File: src/rtl/dice_roll_scheduler.sv
// dice_roll_scheduler
// Round-robin sequencer that shares one dice_traffic_mux among NUM_REQ
// requesters. A granted requester gets the button held for its own hold
// length, then a settle window, then the mux result is captured and
// returned with a done pulse. Between rolls the mux is left in traffic mode.
//
// Optional build macro: DICE_THROW_CHECK_EN
//   defined   -> err latches when a captured throw is 0 or 7 (sticky to rst)
//   undefined -> err is tied low and no check logic is built
module dice_roll_scheduler #(
   parameter int NUM_REQ = 2,
   parameter int HOLD_W  = 4,
   parameter int SETTLE  = 1
) (
   input  logic                      clk,
   input  logic                      rst,
   input  logic [NUM_REQ-1:0]        req,
   input  logic [NUM_REQ*HOLD_W-1:0] hold_len,
   output logic [NUM_REQ-1:0]        gnt,
   output logic [NUM_REQ-1:0]        done,
   output logic [2:0]                throw_out,
   output logic                      busy,
   output logic                      err,
   output logic                      mux_button,
   output logic                      mux_sel,
   input  logic [2:0]                mux_result
);

   localparam int IDX_W = (NUM_REQ > 1) ? $clog2(NUM_REQ) : 1;

   // Sequencer states
   localparam logic [1:0] ST_IDLE    = 2'd0;
   localparam logic [1:0] ST_HOLD    = 2'd1;
   localparam logic [1:0] ST_SETTLE  = 2'd2;
   localparam logic [1:0] ST_CAPTURE = 2'd3;

   logic [1:0]        state;
   logic [IDX_W-1:0]  rr_ptr;      // first requester to consider next
   logic [IDX_W-1:0]  cur_idx;     // requester being served
   logic [HOLD_W-1:0] hold_cnt;    // remaining button cycles minus one
   logic [1:0]        settle_cnt;  // remaining settle cycles minus one

   logic [HOLD_W-1:0] hold_arr [NUM_REQ];
   logic [IDX_W-1:0]  cand;
   logic              pick_valid;
   logic [IDX_W-1:0]  pick_idx;
   logic [HOLD_W-1:0] pick_raw;
   logic [HOLD_W-1:0] pick_h;
   logic [IDX_W-1:0]  next_ptr;
   logic              capture_fire;

   // Unpack the flattened hold-length bus into one field per requester
   always_comb begin
      for (int i = 0; i < NUM_REQ; i++) begin
         hold_arr[i] = hold_len[i*HOLD_W +: HOLD_W];
      end
   end

   // Round-robin pick: first set req at or after rr_ptr, wrapping
   // NOTE: every variable written here gets a default first, otherwise the
   // paths that skip an assignment would infer a latch.
   always_comb begin
      pick_valid = 1'b0;
      pick_idx   = '0;
      cand       = '0;
      for (int k = 0; k < NUM_REQ; k++) begin
         cand = IDX_W'((int'(rr_ptr) + k) % NUM_REQ);
         if (!pick_valid && req[cand]) begin
            pick_valid = 1'b1;
            pick_idx   = cand;
         end
      end
   end

   // Effective hold length of the picked requester; zero means one cycle
   always_comb begin
      pick_raw = hold_arr[pick_idx];
      pick_h   = (pick_raw == '0) ? HOLD_W'(1) : pick_raw;
   end

   // Pointer value after serving cur_idx, and the capture edge qualifier
   always_comb begin
      next_ptr     = (cur_idx == IDX_W'(NUM_REQ - 1)) ? '0 : cur_idx + 1'b1;
      capture_fire = (state == ST_SETTLE) && (settle_cnt == '0);
   end

   // Main sequencer: grant, hold, settle, capture, with registered outputs
   // NOTE: state and outputs use non-blocking assignments so every register
   // samples pre-edge values regardless of statement order.
   always_ff @(posedge clk or posedge rst) begin
      if (rst) begin
         state      <= ST_IDLE;
         rr_ptr     <= '0;
         cur_idx    <= '0;
         hold_cnt   <= '0;
         settle_cnt <= '0;
         gnt        <= '0;
         done       <= '0;
         throw_out  <= 3'd0;
         busy       <= 1'b0;
         mux_button <= 1'b0;
         mux_sel    <= 1'b1;
      end else begin
         // gnt and done are single-cycle pulses
         gnt  <= '0;
         done <= '0;
         case (state)
            ST_IDLE: begin
               mux_sel    <= 1'b1;
               mux_button <= 1'b0;
               busy       <= 1'b0;
               if (pick_valid) begin
                  state         <= ST_HOLD;
                  cur_idx       <= pick_idx;
                  hold_cnt      <= pick_h - 1'b1;
                  gnt[pick_idx] <= 1'b1;
                  busy          <= 1'b1;
                  mux_sel       <= 1'b0;
                  mux_button    <= 1'b1;
               end
            end
            ST_HOLD: begin
               if (hold_cnt == '0) begin
                  state      <= ST_SETTLE;
                  mux_button <= 1'b0;
                  settle_cnt <= 2'(SETTLE - 1);
               end else begin
                  hold_cnt <= hold_cnt - 1'b1;
               end
            end
            ST_SETTLE: begin
               if (settle_cnt == '0) begin
                  state         <= ST_CAPTURE;
                  throw_out     <= mux_result;
                  done[cur_idx] <= 1'b1;
                  mux_sel       <= 1'b1;
                  rr_ptr        <= next_ptr;
               end else begin
                  settle_cnt <= settle_cnt - 1'b1;
               end
            end
            ST_CAPTURE: begin
               // One mandatory traffic-mode IDLE cycle follows every roll
               state <= ST_IDLE;
               busy  <= 1'b0;
            end
            default: begin
               state <= ST_IDLE;
            end
         endcase
      end
   end

`ifdef DICE_THROW_CHECK_EN
   // Sticky flag for a captured throw outside 1..6
   always_ff @(posedge clk or posedge rst) begin
      if (rst) begin
         err <= 1'b0;
      end else if (capture_fire && (mux_result == 3'd0 || mux_result == 3'd7)) begin
         err <= 1'b1;
      end
   end
`else
   assign err = 1'b0;
`endif

endmodule

File: config.mk
export PLATFORM = sky130hd
export DESIGN_NAME = dice_roll_scheduler
export DESIGN_NICKNAME = d
export VERILOG_FILES = /design/src/rtl/dice_roll_scheduler.sv
export SDC_FILE = /design/constraint.sdc
export NUM_CORES = 1
export LEC_CHECK = 0
export CORE_MARGIN = 3
export CORE_UTILIZATION = 65
export CTS_CLUSTER_DIAMETER = 200
export CTS_CLUSTER_SIZE = 24
export DETAILED_ROUTE_END_ITERATION = 8
export DONT_BUFFER_PORTS = 1
export GPL_TIMING_DRIVEN = 0
export PLACE_DENSITY_LB_ADDON = 0.08
export SETUP_SLACK_MARGIN = 0.3
export SYNTH_ARGS = -nofsm -noshare
export SYNTH_HDL_FRONTEND = slang
export SYNTH_SLANG_ARGS = --single-unit
File: constraint.sdc
create_clock -name clk -period 3.2 [get_ports clk]
set_clock_uncertainty 0.1 [all_clocks]
set_input_delay 0.48 -clock clk [delete_from_list [all_inputs] [get_ports clk]]
set_output_delay 0.48 -clock clk [all_outputs]
set_load 0.05 [all_outputs]
==> impl_metrics.py <==
metrics = {
    "logic_synthesis": {
        "synthDistinctLibCells": 39,
        "synth_area_leaders": "dfrtp_1 43%, ha_1 6.8%, mux2_2 5.1%",
        "synth_cells": 103,
        "synth_top_cell_area_share_pct": 43.0,
        "avgSynthCellArea_um2": 10.7,
        "ys.warnings.count": 0,
        "ys.flop_type": "dfrtp_1",
        "yosysSeqAreaShare_pct": 45.4,
        "ys_async_sr_fraction_pct": 100,
        "synthesis.area_mm2": 0.00110,
        "synth_top_cell_by_area": "dfrtp_1",
        "synth_edf_count": 0,
        "ys_seq_elements": 20,
        "synth_fp_nets": 124,
    },
    "final_layout": {
        "stdcell_count": 123,
        "n_antenna_cell": 0,
        "fin_area_mm2": 0.00118,
        "area_delta_synth_final_pct": 6.57,
        "most-common-layout-cells": "19 x dfrtp_1, 11 x nor2_1, 7 x nand2_1, 7 x inv_1, 6 x ha_1",
        "fin_nets": 129,
        "final_common_cell": "dfrtp_1",
        "drive_gt1_share_pct": 18.7,
    },
    "placement": {
        "dp_hpwl_um": 1490,
        "globalplace.congestion": 0.804,
        "io_buffer_count": 0,
        "post-place-cells": 119,
        "place_area_mm2": 0.00112,
    },
    "sta": {
        "setup_tns_ps": 0,
        "setup_viol": 0,
        "hold-worst-slack_ps": 64.8,
        "rsz0062_at_grt": "no",
        "post-route-period-util_pct": 66.8,
        "tightest_slew_ps": 740,
        "hold_viol_final": 0,
        "drv_slew": 0,
        "fmax_ghz": 0.468,
        "maxSlewHeadroom_pct": 50.6,
        "finalCriticalPeriod_ps": 2140,
    },
    "worst_setup_path": {
        "worst-setup-path-type": "reg2reg",
        "cp_common_cell": "ha_1",
        "slowest_delay_ps": 420,
        "endpoint_kind": "register",
        "cp-start-kind": "register",
        "worstPathRequired_ps": 3330,
        "crit_slowest_cell": "dfrtp_1",
        "reg2reg_depth": 9,
        "crit_arrival_ps": 2270,
        "path_cells": "inv_1 -> ha_1 -> buf_4 -> nor2_1 -> o311ai_0 -> o211ai_2 -> ha_1 -> xor2_1 -> a221oi_2",
        "r2r_slack_ps": 1060,
        "crit_fanout": 10,
    },
    "floorplanning": {
        "die_area_mm2": 0.00223,
        "fp.dieH_um": 47.2,
        "boundaryPins": 26,
        "rows": 14,
        "dieWidth_um": 47.2,
        "core_area_mm2": 0.00156,
        "initial_core_util_pct": 70.9,
    },
    "global_route": {
        "track_usage_pct": 21.8,
        "grt_pass1_vias": 709,
        "grt_pass1_wl_um": 3310,
        "antenna_found_initial": 0,
        "grt-ovfl-total": 0,
        "grt_max_degree": 21,
    },
    "power": {
        "ir_drop_mv": 0.816,
        "power_mw": 1.38,
        "p_leak_nw": 0.541,
        "p_per_area_mw_per_mm2": 1170,
    },
    "clock_network": {
        "clk_latency_ps": 310,
        "clk_path_buf_depth": 2,
        "cts_made_buffers": 3,
        "cts_hold_buffers": 0,
        "cts_setup_buffers": 0,
        "cts_tree": "done",
        "cts_root_buffer": "clkbuf_4",
        "clkTransAtPathRegs_ps": 120,
        "clock_sinks": 20,
        "cts_resized": 0,
        "htree_levels": 1,
    },
    "flow_run": {
        "max_cap_viol_count": 0,
    },
    "routing": {
        "wirelength_um": 2050,
        "wire_per_inst_um": 16.7,
        "vias_per_cell": 6.21,
        "drtIter0Drc": 17,
        "ant_nets": 0,
        "first_pass_iters": 4,
        "vias": 764,
        "drcViolationCount": 0,
    },
    "worst_hold_path": {
        "hold_class": "in2async",
    },
    "run_status": {
        "outcome": "completed",
    },
}
==> worst max-delay path: cells and delay by family, from the launching register on <==
family / cells / cell delay, ps
xor+xnor: 1 / 180
simple gates: 1 / 50
buf+inv: 2 / 280
fa+ha+maj: 2 / 450
compound gates: 3 / 580
flops: 1 / 420
==> worst paths after layout <==
path	end	start
setup / recovery	hold_cnt[2]$_DFFE_PP0P_	state[1]$_DFFE_PP0P_
hold / removal	hold_cnt[1]$_DFFE_PP0P_	rst
setup reg to reg	hold_cnt[2]$_DFFE_PP0P_	state[1]$_DFFE_PP0P_
hold reg to reg	done[0]$_DFF_PP0_	cur_idx$_DFFE_PP0P_
max in group asynchronous	state[1]$_DFFE_PP0P_	rst
min in group clk	gnt[0]$_DFF_PP0_	req[1]
==> per-stage QoR <==
| step | setup WS [ps] | util (%) |
|---|---|---|
| after floorplan | 1270 | - |
| after global placement | 1140 | 72.2 |
| after detailed placement | 1110 | 72.2 |
| after CTS | 1040 | 75.5 |
| after global routing | 868 | 75.5 |
| final | 1060 | 75.5 |
==> power by group <==
group          internal [mW]  switching (mW)  total, mW
Clock                  0.127          0.0830      0.210
Combinational          0.234           0.286      0.520
Sequential             0.364           0.284      0.648
Total                  0.725           0.654       1.38
==> cell usage after synthesis (2+ instances only) <==
library cell / count
dfrtp_1: 19
nor2_1: 11
inv_1: 7
nand2_1: 7
ha_1: 6
mux2_2: 5
nor3_1: 4
o21ai_0: 4
a21oi_1: 3
mux2i_1: 3
a21o_1: 2
a22o_1: 2
buf_4: 2
nor3b_1: 2
o31ai_1: 2
==> flip-flops by register name, indices dropped and copies added (netlist names) <==
signal,count
state,2
rr_ptr,1
throw_out,3
cur_idx,1
busy,1
mux_button,1
hold_cnt,4
gnt,2
settle_cnt,2
done,2
mux_sel,1
==> logic make-up (layout without fill, tap and decap cells) <==
kind of cell / Yosys count / in the layout / synth area share, %
mux: 9 / 9 / 8.83
flops: 20 / 20 / 45.4
compound gates: 25 / 25 / 19.3
simple gates: 30 / 30 / 14.0
buf+inv: 11 / 15 / 4.53
fa+ha+maj: 6 / 6 / 6.79
other cells: 1 / 1 / 0.339
xor+xnor: 1 / 1 / 0.793
==> per-layer routing <==
metal,vias to the layer above,track usage [%],share of wire (%)
met4,0,6.63,1.2
met1,365,30.1,47
met5,-,0,0
met3,2,5.36,4.9
met2,26,33.7,47
li1,371,-,-
==> layout make-up <==
class	count	area, um2
buffer	4	23.8
clock buffer	3	22.5
clock inverter	1	30.0
fill	107	382
inverter	7	26.3
multi-input combinational	72	553
sequential	20	502
tap	16	20.0
No activity file was read; power rests on OpenSTA's default activity.
